==> config.mk <==
export PLATFORM = sky130hd
export DESIGN_NAME = disp_arbiter
export DESIGN_NICKNAME = d
export VERILOG_FILES = /design/src/rtl/disp_arb_pkg.sv /design/src/rtl/disp_timeout.sv /design/src/rtl/disp_arbiter.sv
export SDC_FILE = /design/constraint.sdc
export NUM_CORES = 1
export LEC_CHECK = 0
export BUFFER_PORTS_ARGS = -buffer_cell sky130_fd_sc_hd__buf_2
export CAP_MARGIN = 10
export CORE_MARGIN = 2
export CORE_UTILIZATION = 42
export CTS_CLUSTER_DIAMETER = 30
export DETAILED_ROUTE_END_ITERATION = 10
export PLACE_DENSITY = 0.87
export SETUP_SLACK_MARGIN = 0.3
export SLEW_MARGIN = 5
export SYNTH_ARGS = -nofsm -noshare
export SYNTH_HDL_FRONTEND = slang
export SYNTH_SLANG_ARGS = --single-unit
==> constraint.sdc <==
create_clock -name CLK -period 2.8 [get_ports CLK]
set_input_delay 0.42 -clock CLK [delete_from_list [all_inputs] [get_ports CLK]]
set_output_delay 0.42 -clock CLK [all_outputs]
set_load 0.05 [all_outputs]
==> src/rtl/disp_arb_pkg.sv <==
// Shared encodings for the display arbiter: FSM states and one-hot view selects.
package disp_arb_pkg;

  typedef enum logic [1:0] {
    ST_CLOCK  = 2'd0,
    ST_ALARM  = 2'd1,
    ST_SWATCH = 2'd2,
    ST_RING   = 2'd3
  } state_t;

  localparam logic [2:0] SEL_C    = 3'b001;
  localparam logic [2:0] SEL_A    = 3'b010;
  localparam logic [2:0] SEL_S    = 3'b100;
  localparam logic [2:0] SEL_NONE = 3'b000;

endpackage

==> src/rtl/disp_timeout.sv <==
// Idle timer for the alarm view: counts 1 Hz ticks and flags expiry on the tick that reaches TIMEOUT.
module disp_timeout #(
  parameter int TIMEOUT = 10,
  parameter int TO_W    = 4
) (
  input  logic clk,
  input  logic rst,
  input  logic clr,
  input  logic tick,
  output logic expired
);

  localparam logic [TO_W-1:0] LIMIT = TO_W'(TIMEOUT);
  localparam logic [TO_W-1:0] LAST  = TO_W'(TIMEOUT - 1);

  logic [TO_W-1:0] cnt;

  // Saturating counter; clear wins over a coincident tick.
  always_ff @(posedge clk or posedge rst) begin
    if (rst) begin
      cnt <= '0;
    end else if (clr) begin
      cnt <= '0;
    end else if (tick && (cnt != LIMIT)) begin
      cnt <= cnt + 1'b1;
    end
  end

  // Fire in the same cycle as the reaching tick so the FSM can weigh it against MODE.
  assign expired = !clr && ((tick && (cnt == LAST)) || (cnt == LIMIT));

endmodule

==> src/rtl/disp_arbiter.sv <==
// Arbitrates the shared 7-seg display between clock, alarm-set and stopwatch views,
// with an alarm-ring override that flashes the clock time.
module disp_arbiter
  import disp_arb_pkg::*;
#(
  parameter int TIMEOUT = 10,
  parameter int TO_W    = 4
) (
  input  logic        CLK,
  input  logic        RST,
  input  logic        MODE,
  input  logic        ACT,
  input  logic        EN1HZ,
  input  logic        SIG2HZ,
  input  logic        ALARM_RING,
  input  logic [15:0] C_DIG,
  input  logic [3:0]  C_DP,
  input  logic [3:0]  C_EN,
  input  logic [15:0] A_DIG,
  input  logic [3:0]  A_DP,
  input  logic [3:0]  A_EN,
  input  logic [15:0] S_DIG,
  input  logic [3:0]  S_DP,
  input  logic [3:0]  S_EN,
  output logic [15:0] DIG,
  output logic [3:0]  DP,
  output logic [3:0]  EN,
  output logic [2:0]  SEL,
  output logic        RING_ACK
);

  state_t state, nxt;
  state_t saved, saved_nxt;
  logic   ack_nxt;
  logic   expired;
  logic   to_clr;

  logic [15:0] dig_nxt;
  logic [3:0]  dp_nxt;
  logic [3:0]  en_nxt;
  logic [2:0]  sel_nxt;

  // Outside the alarm view the timer is held clear, so every entry starts from zero.
  assign to_clr = ACT || (state != ST_ALARM);

  disp_timeout #(
    .TIMEOUT (TIMEOUT),
    .TO_W    (TO_W)
  ) u_timeout (
    .clk     (CLK),
    .rst     (RST),
    .clr     (to_clr),
    .tick    (EN1HZ),
    .expired (expired)
  );

  always_ff @(posedge CLK or posedge RST) begin
    if (RST) begin
      state    <= ST_CLOCK;
      saved    <= ST_CLOCK;
      RING_ACK <= 1'b0;
    end else begin
      state    <= nxt;
      saved    <= saved_nxt;
      RING_ACK <= ack_nxt;
    end
  end

  // Priority: ALARM_RING, then MODE, then timeout.
  always_comb begin
    nxt       = state;
    saved_nxt = saved;
    ack_nxt   = 1'b0;
    case (state)
      ST_CLOCK: begin
        if (ALARM_RING) begin
          nxt       = ST_RING;
          saved_nxt = ST_CLOCK;
        end else if (MODE) begin
          nxt = ST_ALARM;
        end
      end
      ST_ALARM: begin
        if (ALARM_RING) begin
          nxt       = ST_RING;
          saved_nxt = ST_ALARM;
        end else if (MODE) begin
          nxt = ST_SWATCH;
        end else if (expired) begin
          nxt = ST_CLOCK;
        end
      end
      ST_SWATCH: begin
        if (ALARM_RING) begin
          nxt       = ST_RING;
          saved_nxt = ST_SWATCH;
        end else if (MODE) begin
          nxt = ST_CLOCK;
        end
      end
      ST_RING: begin
        ack_nxt = MODE;
        if (!ALARM_RING) begin
          nxt = saved;
        end
      end
      default: nxt = ST_CLOCK;
    endcase
  end

  // Source selection follows the next state so a view switch lands one cycle after MODE.
  always_comb begin
    dig_nxt = C_DIG;
    dp_nxt  = C_DP;
    en_nxt  = C_EN;
    sel_nxt = SEL_C;
    case (nxt)
      ST_ALARM: begin
        dig_nxt = A_DIG;
        dp_nxt  = A_DP;
        en_nxt  = A_EN;
        sel_nxt = SEL_A;
      end
      ST_SWATCH: begin
        dig_nxt = S_DIG;
        dp_nxt  = S_DP;
        en_nxt  = S_EN;
        sel_nxt = SEL_S;
      end
      ST_RING: begin
        en_nxt  = C_EN & {4{SIG2HZ}};
        sel_nxt = SEL_NONE;
      end
      default: ;
    endcase
  end

  always_ff @(posedge CLK or posedge RST) begin
    if (RST) begin
      DIG <= '0;
      DP  <= '0;
      EN  <= '0;
      SEL <= SEL_C;
    end else begin
      DIG <= dig_nxt;
      DP  <= dp_nxt;
      EN  <= en_nxt;
      SEL <= sel_nxt;
    end
  end

endmodule
==> results of run 1 <==
## cell usage after synthesis
library cell,number,area [um^2]
dfrtp_1,35,875.8
nand2_1,25,93.84
o21ai_0,25,125.1
a22oi_1,24,180.2
ha_1,9,112.6
clkbuf_1,8,30.03
nor2_1,7,26.28
inv_1,5,18.77
nor2b_1,3,18.77
nand3b_1,2,15.01
nor3_1,2,10.01
a211oi_2,1,12.51
a21o_1,1,7.510
a21oi_1,1,5.000
a21oi_2,1,8.760
a31o_1,1,8.760
a31o_2,1,8.760
a32oi_1,1,8.760
and3_1,1,6.260
and3_2,1,7.510
buf_6,1,11.26
dfstp_2,1,26.28
nand2b_1,1,6.260
nand3_1,1,5.000
nand4_1,1,6.260
nor3b_1,1,7.510
o41a_1,1,11.26
or2_2,1,6.260
or3_1,1,6.260
or3b_4,1,11.26
xnor2_1,1,8.760
## worst paths after layout
kind                                              start                   end  slack [ns]  cells after the start
setup / recovery           u_timeout.cnt[0]$_DFFE_PP0P_       DP[1]$_DFF_PP0_        0.53                      8
hold / removal                                      RST       EN[1]$_DFF_PP0_        0.22                      3
setup reg to reg           u_timeout.cnt[0]$_DFFE_PP0P_       DP[1]$_DFF_PP0_        0.53                      8
hold reg to reg                    saved[1]$_DFFE_PP0P_  saved[1]$_DFFE_PP0P_        0.50                      2
max in group asynchronous                           RST      SEL[0]$_DFF_PP1_        2.24                      3
min in group CLK                                C_EN[0]       EN[0]$_DFF_PP0_        0.34                      3
## layout make-up
class / count / area [um^2]
Multi-Input combinational cell: 115 / 737.0
Tap cell: 50 / 62.56
Sequential cell: 36 / 902.1
Clock buffer: 8 / 90.09
Timing Repair Buffer: 111 / 568.0
Fill cell: 337 / 1564
Inverter: 5 / 18.77
## layer usage
layer  global-route usage  part of all wire
met1               0.2085              0.38
met2               0.3304              0.51
met3              0.06000             0.084
met4              0.06633             0.018
met5                    0                 0
## report_power, final
| group | switching (mW) | total, mW | internal [mW] |
|---|---|---|---|
| logic | 0.934 | 1.26 | 0.323 |
| clock network | 0.170 | 0.370 | 0.201 |
| registers | 0.0571 | 0.758 | 0.701 |
## timing repair
action,in CTS,in global routing
pin swaps,0,0
setup endpoints to repair,24,1
resized for setup,1,1
## cell usage in the layout, fill, tap and decap left out, types with 2 or more instances in the layout
| cell type | instances |
|---|---|
| nand2_1 | 25 |
| buf_2 | 106 |
| nor2_1 | 7 |
| ha_1 | 8 |
| nand3b_1 | 2 |
| dfrtp_1 | 35 |
| clkbuf_8 | 6 |
| o21ai_0 | 25 |
| clkbuf_1 | 2 |
| nor3_1 | 2 |
| inv_1 | 5 |
| a22oi_1 | 24 |
| nor2b_1 | 3 |
| buf_4 | 5 |
## state kept, by name (all words and copies together), names as in the netlist
name / cells
DIG: 16
DP: 4
EN: 4
RING_ACK: 1
SEL: 3
saved: 2
state: 2
u_timeout.cnt: 4
## kinds of logic (layout without fill, tap and decap cells)
group / after synthesis / in the layout / share of synthesized area
flops: 36 / 36 / 0.5349
compound gates: 57 / 57 / 0.2233
simple gates: 48 / 48 / 0.1343
buf+inv: 14 / 124 / 0.03561
fa+ha+maj: 9 / 9 / 0.06677
xor+xnor: 1 / 1 / 0.005194
## critical path, cell delays in order, from the launching register on
cell and delay [ns]:
dfrtp_1 0.42, inv_1 0.11, ha_1 0.19, a21oi_2 0.04, o41a_1 0.31, or3_1 0.45, ha_4 0.29, a22oi_1 0.19
o21ai_0 0.12
## per-stage QoR
stage,util,instances,hold slack [ns]
floorplan,-,165,0.4572
global placement,0.5773,317,0.4782
detailed placement,0.5773,317,0.4886
CTS,0.6008,325,0.2395
global route,0.6033,325,0.2714
finish,0.6033,325,0.2242
==> flow_summary.ini, run 1 <==
[run_status]
status = finished, final reports clean

[yosys]
synth_seq_cells = 36
synth.yosys.warnings = 0
netlist_area_um2 = 1687
avgSynthCellArea_um2 = 10.22
synth.net_count = 253
yosysSeqAreaShare = 0.5349
syn_inst = 165
yosysUniqueCellTypes = 31

[clock_tree]
cts_hold_buf = 0
htree_num_levels = 2
cts-buffers-inserted = 5
clock_path_buffers = 2
cts_sinks = 36
clkSlewWorstSetupHoldPaths_ns = 0.07
insertion_delay_ns = 0.28
cts_tree = yes
post_cts_buffers = 0
cts_root_buf = clkbuf_8

[route]
drt_iter0_drc = 87
via_per_inst = 4.991
routed_wl_um = 4020
drtPass1Iterations = 4
vias = 1622
ant_nets = 0
wl_per_cell_um = 12.37
post-route-drc-count = 0

[sta]
max-slew-margin-rel = 0.7043
fin_crit_sh = 0.8099
setup_tns_ns = 0
maxSlewViolCount = 0
hold_viol = 0
max_freq_mhz = 441.0
setup_slack_ns = 0.5323
worst_pin_slew_ns = 0.4436
fin_worst_skew_ns = 0.004433
rsz0062_at_grt = no
period_needed_ns = 2.268
setup_violations = 0

[floorplanning]
dieArea_um2 = 4539
rows = 23
ios = 107
coreArea_um2 = 3943
initial_core_util = 0.4278
die_w_um = 67.37
fp.dieH_um = 67.37

[placed_design]
place_congestion = 0.7279
place_ws_ns = 0.2048
post_dp_cell_area_um2 = 2276
place_hpwl_um = 3102
portBuffers = 106

[power_and_ir_drop]
fin_total_pwr_mw = 2.385
power_density_nw_per_um2 = 1003
p_leak_nw = 1.229
max-vdd-ir-drop_mv = 0.3851

[critical_path]
critPathMaxFanout = 24
end_kind = flop
cp.arrival_ns = 2.41
cp-start-kind = flop
crit_type = flop to flop
cp_data_required_time_ns = 2.95

[worst_hold_path]
min_path_type = input pin to async pin

[cells_and_area]
area_delta_synth_final_pct = 41.02
drive_above_1_share = 0.4545
nNetsFinal = 362
fin_area_um2 = 2379
num_antenna_cells = 0

[global_routing]
grt_max_degree = 37
grt_pass1_vias = 1514
grt_pass1_wl_um = 6417
antenna_found_initial = 0
grt.total_usage = 0.1862
grt-ovfl-total = 0

[job]
drv_cap = 0
Note: power is estimated with default switching activity, not from simulation.
==> inputs of run 2 (changes only) <==
--- a/config.mk
+++ b/config.mk
@@ -5,10 +5,11 @@
 export SDC_FILE = /design/constraint.sdc
 export NUM_CORES = 1
 export LEC_CHECK = 0
+export ABC_AREA = 1
 export BUFFER_PORTS_ARGS = -buffer_cell sky130_fd_sc_hd__buf_2
 export CAP_MARGIN = 10
 export CORE_MARGIN = 2
-export CORE_UTILIZATION = 42
+export CORE_UTILIZATION = 43
 export CTS_CLUSTER_DIAMETER = 30
 export DETAILED_ROUTE_END_ITERATION = 10
 export PLACE_DENSITY = 0.87
==> constraint.sdc (replaced) <==
create_clock -name CLK -period 2.3 [get_ports CLK]
set_input_delay 0.345 -clock CLK [delete_from_list [all_inputs] [get_ports CLK]]
set_output_delay 0.345 -clock CLK [all_outputs]
set_load 0.05 [all_outputs]
==> run 2 against run 1 <==
  * Non-clock buffer count grew 1
  * First-iteration DRC count shrank 23%
  * Wire length grew 14%
  * Final area grew 5.7%
  * Clock-buffer cell count is the same
  * Clock skew shrank 0.0023 ns
  * Fmax grew 20%
  * Critical path type unchanged
==> flow_summary.ini, run 2 <==
[global_routing]
grt-ovfl-total = 0
antenna_found_initial = 0
grt_pass1_vias = 1693
grt_max_degree = 37
grt.total_usage = 0.2111
grt_pass1_wl_um = 7265

[route]
ant_nets = 0
via_per_inst = 4.955
post-route-drc-count = 0
drt_iter0_drc = 67
drtPass1Iterations = 4
routed_wl_um = 4572
vias = 1883
wl_per_cell_um = 12.03

[clock_tree]
cts_sinks = 36
cts_tree = yes
htree_num_levels = 2
clock_path_buffers = 2
post_cts_buffers = 0
cts_root_buf = clkbuf_8
clkSlewWorstSetupHoldPaths_ns = 0.07
cts-buffers-inserted = 5
insertion_delay_ns = 0.28

[cells_and_area]
area_delta_synth_final_pct = 40.27
final_cell_mix = buf_2 (106), nand2_1 (51), a21oi_1 (43)
utilization = 0.6287
num_antenna_cells = 0
largest_reg_flops = 16
nNetsFinal = 417
mostFrequentLayoutCell = buf_2
regArea_um2 = 902.1
drive_above_1_share = 0.3970
nFillCells = 340
multiInputGateArea_um2 = 789.5
regMostFlops = DIG

[placed_design]
place_congestion = 0.8795
place_hpwl_um = 3469
portBuffers = 106

[sta]
rsz0062_at_grt = yes
worst_hold_slack_ns = 0.1517
max_freq_mhz = 530.1
period_needed_ns = 1.886
fin_worst_skew_ns = 0.002161
worst_pin_slew_ns = 0.4403
fin_crit_sh = 0.8202
max-slew-margin-rel = 0.7065
setup_violations = 0
setup_tns_ns = 0
maxSlewViolCount = 0
hold_viol = 0

[power_and_ir_drop]
fin_total_pwr_mw = 3.322
p_leak_nw = 1.370
power_density_nw_per_um2 = 1321
max-vdd-ir-drop_mv = 0.7441

[floorplanning]
die_w_um = 68.58
dieArea_um2 = 4703
ios = 107
rows = 23
initial_core_util = 0.4482
fp.dieH_um = 68.58
coreArea_um2 = 4000

[critical_path]
cp_common_cell = inv_1
cp.arrival_ns = 2.09
cp-start-kind = flop
end_kind = flop
crit_path_top_delay_cell = dfrtp_1
crit_type = flop to flop
worstPathCellList = inv_1 -> ha_1 -> o21ai_2 -> a21oi_2 -> ha_4 -> inv_1 -> buf_12 -> nor2_1 -> a21oi_1
cpPeakStageDelay_ns = 0.42
critPathMaxFanout = 20
cp_data_required_time_ns = 2.50

[job]
drv_cap = 0

[yosys]
synth_flop_cell = dfrtp_1
yosysSeqAreaShare = 0.5031
synth.yosys.warnings = 0
avgSynthCellArea_um2 = 8.225
synthArstFlopShare = 1.000
synth_edf_count = 0
synth_seq_cells = 36
netlist_area_um2 = 1793
synth_area_leader_cell = dfrtp_1
synth.net_count = 306
syn_inst = 218
yosys.cell_count.top_type = nand2_1
yosys-top-cells-area = dfrtp_1 (49%), a21oi_1 (12%), nand2_1 (11%), ha_1 (6.3%), nor2_1 (4.8%)
synth_commonest_cells = nand2_1 (52), a21oi_1 (44), dfrtp_1 (35)
yosysUniqueCellTypes = 21
synth_top_area_share = 0.4885

[worst_hold_path]
min_path_type = input pin to async pin

[run_status]
status = finished, final reports clean
run 2: changes by cell type in the layout (fill, tap and decap cells not counted), moves of 3 or more:
cell and change:
a22oi_1 -24, nor2_1 +16, o21ai_0 -19, nand2_2 +3
inv_1 +14, o21ai_1 +3, nand2_1 +26, nor2b_1 -3
a21oi_1 +42
run 2: kinds of logic after synthesis:
logic type	share of synthesized area
DFF	0.5031
adders and majority gates	0.06281
AOI/OAI and AO/OA	0.1549
and+or+nand+nor	0.2100
buffers and inverters	0.06909
run 2: layout make-up:
class,count,share of cell area
flip-flops and latches,36,0.3587
well taps,50,0.02488
clock buffers,8,0.03582
multi-input cells,153,0.3139
repair buffers,112,0.2353
inverters,21,0.03134
run 2: critical path: cells and delay by family, from the launching register on:
family,cells,cell delay (ns)
AO/OA/AOI/OAI,3,0.48
flip-flops,1,0.42
AND/OR/NAND/NOR,1,0.05
buffers and inverters,3,0.38
adder cells (fa/ha/maj),2,0.46
run 2: routing by layer:
layer,track usage,vias up,wire length (um)
met1,0.2173,882,1677
met5,0,-,0
li1,-,922,-
met2,0.3834,68,2483
met3,0.07305,11,325
met4,0.09250,0,85
run 2: power by group:
| group | leakage (nW) | internal, mW | switching, mW |
|---|---|---|---|
| clock | 0.0455 | 0.244 | 0.206 |
| combinational | 0.887 | 0.500 | 1.40 |
| sequential | 0.437 | 0.886 | 0.0812 |
| total | 1.37 | 1.63 | 1.69 |
run 2: stage by stage:
stage | setup WS (ns) | instance area [um^2] | instances
floorplan | 0.5203 | 1793 | 218
global route | 0.2664 | 2515 | 380
finish | 0.4136 | 2515 | 380
global placement | 0.1160 | 2386 | 372
CTS | 0.3601 | 2492 | 380
detailed placement | -0.03206 | 2386 | 372
run 2: final timing paths:
kind	start	end	slack (ns)	depth (start not counted)
max in group asynchronous	RST	SEL[0]$_DFF_PP1_	1.81	3
worst min register to register	saved[0]$_DFFE_PP0P_	saved[0]$_DFFE_PP0P_	0.51	2
worst min-delay path	RST	DIG[10]$_DFF_PP0_	0.15	3
worst max-delay path	u_timeout.cnt[0]$_DFFE_PP0P_	DP[3]$_DFF_PP0_	0.41	9
min in group CLK	ALARM_RING	saved[1]$_DFFE_PP0P_	0.26	2
worst max register to register	u_timeout.cnt[0]$_DFFE_PP0P_	DP[3]$_DFF_PP0_	0.41	9
run 2: repair_timing:
action	CTS	global route
hold buffers	0	0
gates resized for setup	4	6
pin swaps	0	1
endpoints found under the setup margin	24	24
==> inputs of run 3 (changes only) <==
--- a/config.mk
+++ b/config.mk
@@ -9,10 +9,10 @@
 export BUFFER_PORTS_ARGS = -buffer_cell sky130_fd_sc_hd__buf_2
 export CAP_MARGIN = 10
 export CORE_MARGIN = 2
-export CORE_UTILIZATION = 43
+export CORE_UTILIZATION = 39
 export CTS_CLUSTER_DIAMETER = 30
 export DETAILED_ROUTE_END_ITERATION = 10
-export PLACE_DENSITY = 0.87
+export PLACE_DENSITY = 0.84
 export SETUP_SLACK_MARGIN = 0.3
 export SLEW_MARGIN = 5
 export SYNTH_ARGS = -nofsm -noshare
==> constraint.sdc (replaced) <==
create_clock -name CLK -period 1.7 [get_ports CLK]
set_input_delay 0.255 -clock CLK [delete_from_list [all_inputs] [get_ports CLK]]
set_output_delay 0.255 -clock CLK [all_outputs]
set_load 0.05 [all_outputs]
==> run 3 against run 2 <==
  * The flow now finishes with violations (negative setup slack)
  * Sequential share of layout area decreased by 6.7 points
  * Register-to-register slack got worse by 0.50 ns
  * Global-route usage fell by 1.9 points
  * Combinational power up 79%
  * Critical path depth grew 1
  * Via count rose by 5.5%
  * Final area rose by 23%
  * Power up 60%
  * Clock skew up 0.0019 ns
==> flow_summary.ini, run 3 (synthesized netlist as in run 2, its figures left out) <==
[floorplanning]
rows = 24
coreArea_um2 = 4384
ios = 107
initial_core_util = 0.4090
dieArea_um2 = 5156
die_w_um = 71.81
fp.dieH_um = 71.81

[run_status]
status = complete, but fails checks
failed_checks = negative setup slack

[power_and_ir_drop]
p_seq_frac = 0.243
p_leak_nw = 1.550
combPwrFrac = 0.641
clockPowerShare = 0.116
p_switching_mw = 2.673
swShare = 0.5023
max-vdd-ir-drop_mv = 1.026
fin_total_pwr_mw = 5.320
power_density_nw_per_um2 = 1719
p_int_mw = 2.648

[route]
drt_iter0_drc = 59
via_per_inst = 4.928
ant_nets = 0
post-route-drc-count = 0
drtPass1Iterations = 4
wl_per_cell_um = 13.42
routed_wl_um = 5407
vias = 1986

[cells_and_area]
drive_above_1_share = 0.6040
utilization = 0.7061
nNetsFinal = 438
num_antenna_cells = 0
fin_area_um2 = 3095
final_cells = 403
largest_reg_flops = 16
regMostFlops = DIG
mostFrequentLayoutCell = buf_2
nFillCells = 328
final_cell_mix = buf_2 (106), nand2_1 (42), dfrtp_1 (35)
area_delta_synth_final_pct = 72.64

[placed_design]
place_congestion = 0.8578
post_dp_cell_area_um2 = 2542
place_hpwl_um = 3504
portBuffers = 106
placed_cells = 386
place_ws_ns = -0.09531

[global_routing]
grt_pass1_vias = 1902
grt.total_usage = 0.1921
grt-ovfl-total = 0
antenna_found_initial = 0
grt_max_degree = 37
grt_pass1_wl_um = 7797

[sta]
fin_crit_sh = 1.049
rsz0062_at_grt = yes
setup_slack_ns = -0.08364
setup_violations = 20
max_freq_mhz = 560.7
worst_pin_slew_ns = 0.4526
maxSlewViolCount = 0
worst_hold_slack_ns = 0.07011
period_needed_ns = 1.784
fin_worst_skew_ns = 0.004104
hold_viol = 0
setup_tns_ns = -1.166
max-slew-margin-rel = 0.6983

[critical_path]
critPathMaxFanout = 11
end_kind = flop
critical_path.startpoint = u_timeout.cnt[1]$_DFFE_PP0P_
rrSetupSlack_ns = -0.08
worstRegToRegCells = 10
cp_data_required_time_ns = 1.86
cp-start-kind = flop
cp.arrival_ns = 1.94
rr_startpoint = u_timeout.cnt[1]$_DFFE_PP0P_
timing.rr.end = DIG[9]$_DFF_PP0_
crit_type = flop to flop

[clock_tree]
cts-buffers-inserted = 5
cts_root_buf = clkbuf_8
cts_sinks = 36
clock_path_buffers = 2
cts_hold_buf = 0
htree_num_levels = 2
clkSlewWorstSetupHoldPaths_ns = 0.07
cts_tree = yes
insertion_delay_ns = 0.28

[job]
drv_cap = 0

[worst_hold_path]
min_path_type = input pin to async pin
## run 3: repair_timing
item / 4_1_cts / 5_1_grt
pin swaps: 7 / 11
cloned: 0 / 2
resized for setup: 23 / 69
endpoints found under the setup margin: 27 / 29
buffers inserted: 5 / 2
## run 3: worst max path at each step
stage,to,slack (ns),depth (start not counted)
final,DIG[9]$_DFF_PP0_,-0.08,10
after CTS,DIG[9]$_DFF_PP0_,-0.02,10
after detailed placement,DIG[7]$_DFF_PP0_,-0.1,10
after global placement,DIG[6]$_DFF_PP0_,0.005,11
after global routing,DIG[9]$_DFF_PP0_,-0.15,10
after floorplan,DIG[0]$_DFF_PP0_,0.06,10
## run 3: cell type report
cell class / count / area [um^2] / area share
clock buffer: 6 / 82.58 / 0.02668
clock inverter: 2 / 10.01 / 0.003234
inverter: 21 / 83.83 / 0.02708
multi-input combinational: 153 / 1104 / 0.3565
sequential: 36 / 902.1 / 0.2914
tap: 52 / 65.06 / 0.02102
timing repair buffer: 133 / 848.3 / 0.2741
## run 3: power groups by stage
stage	combinational [mW]	sequential, mW	clock (mW)
floorplan	0.896	2.41	0
global placement	2.70	1.30	0
detailed placement	2.74	1.31	0
CTS	2.93	1.29	0.639
global route	3.61	1.31	0.667
finish	3.41	1.29	0.618
## run 3: critical path, cell delays in order (launching register included)
cell     delay [ns]
dfrtp_1        0.40
inv_2          0.07
ha_2           0.16
nand2_1        0.04
inv_1          0.07
o21ai_2        0.08
a21oi_2        0.21
ha_4           0.26
buf_8          0.16
a21oi_1        0.13
a21oi_1        0.08
## run 3: routing by layer
layer | track usage | part of all wire | vias up
met3 | 0.05063 | 0.052 | 8
li1 | - | - | 966
met1 | 0.2031 | 0.38 | 945
met5 | 0 | 0 | -
met4 | 0.06499 | 0.0096 | 0
met2 | 0.3652 | 0.56 | 67
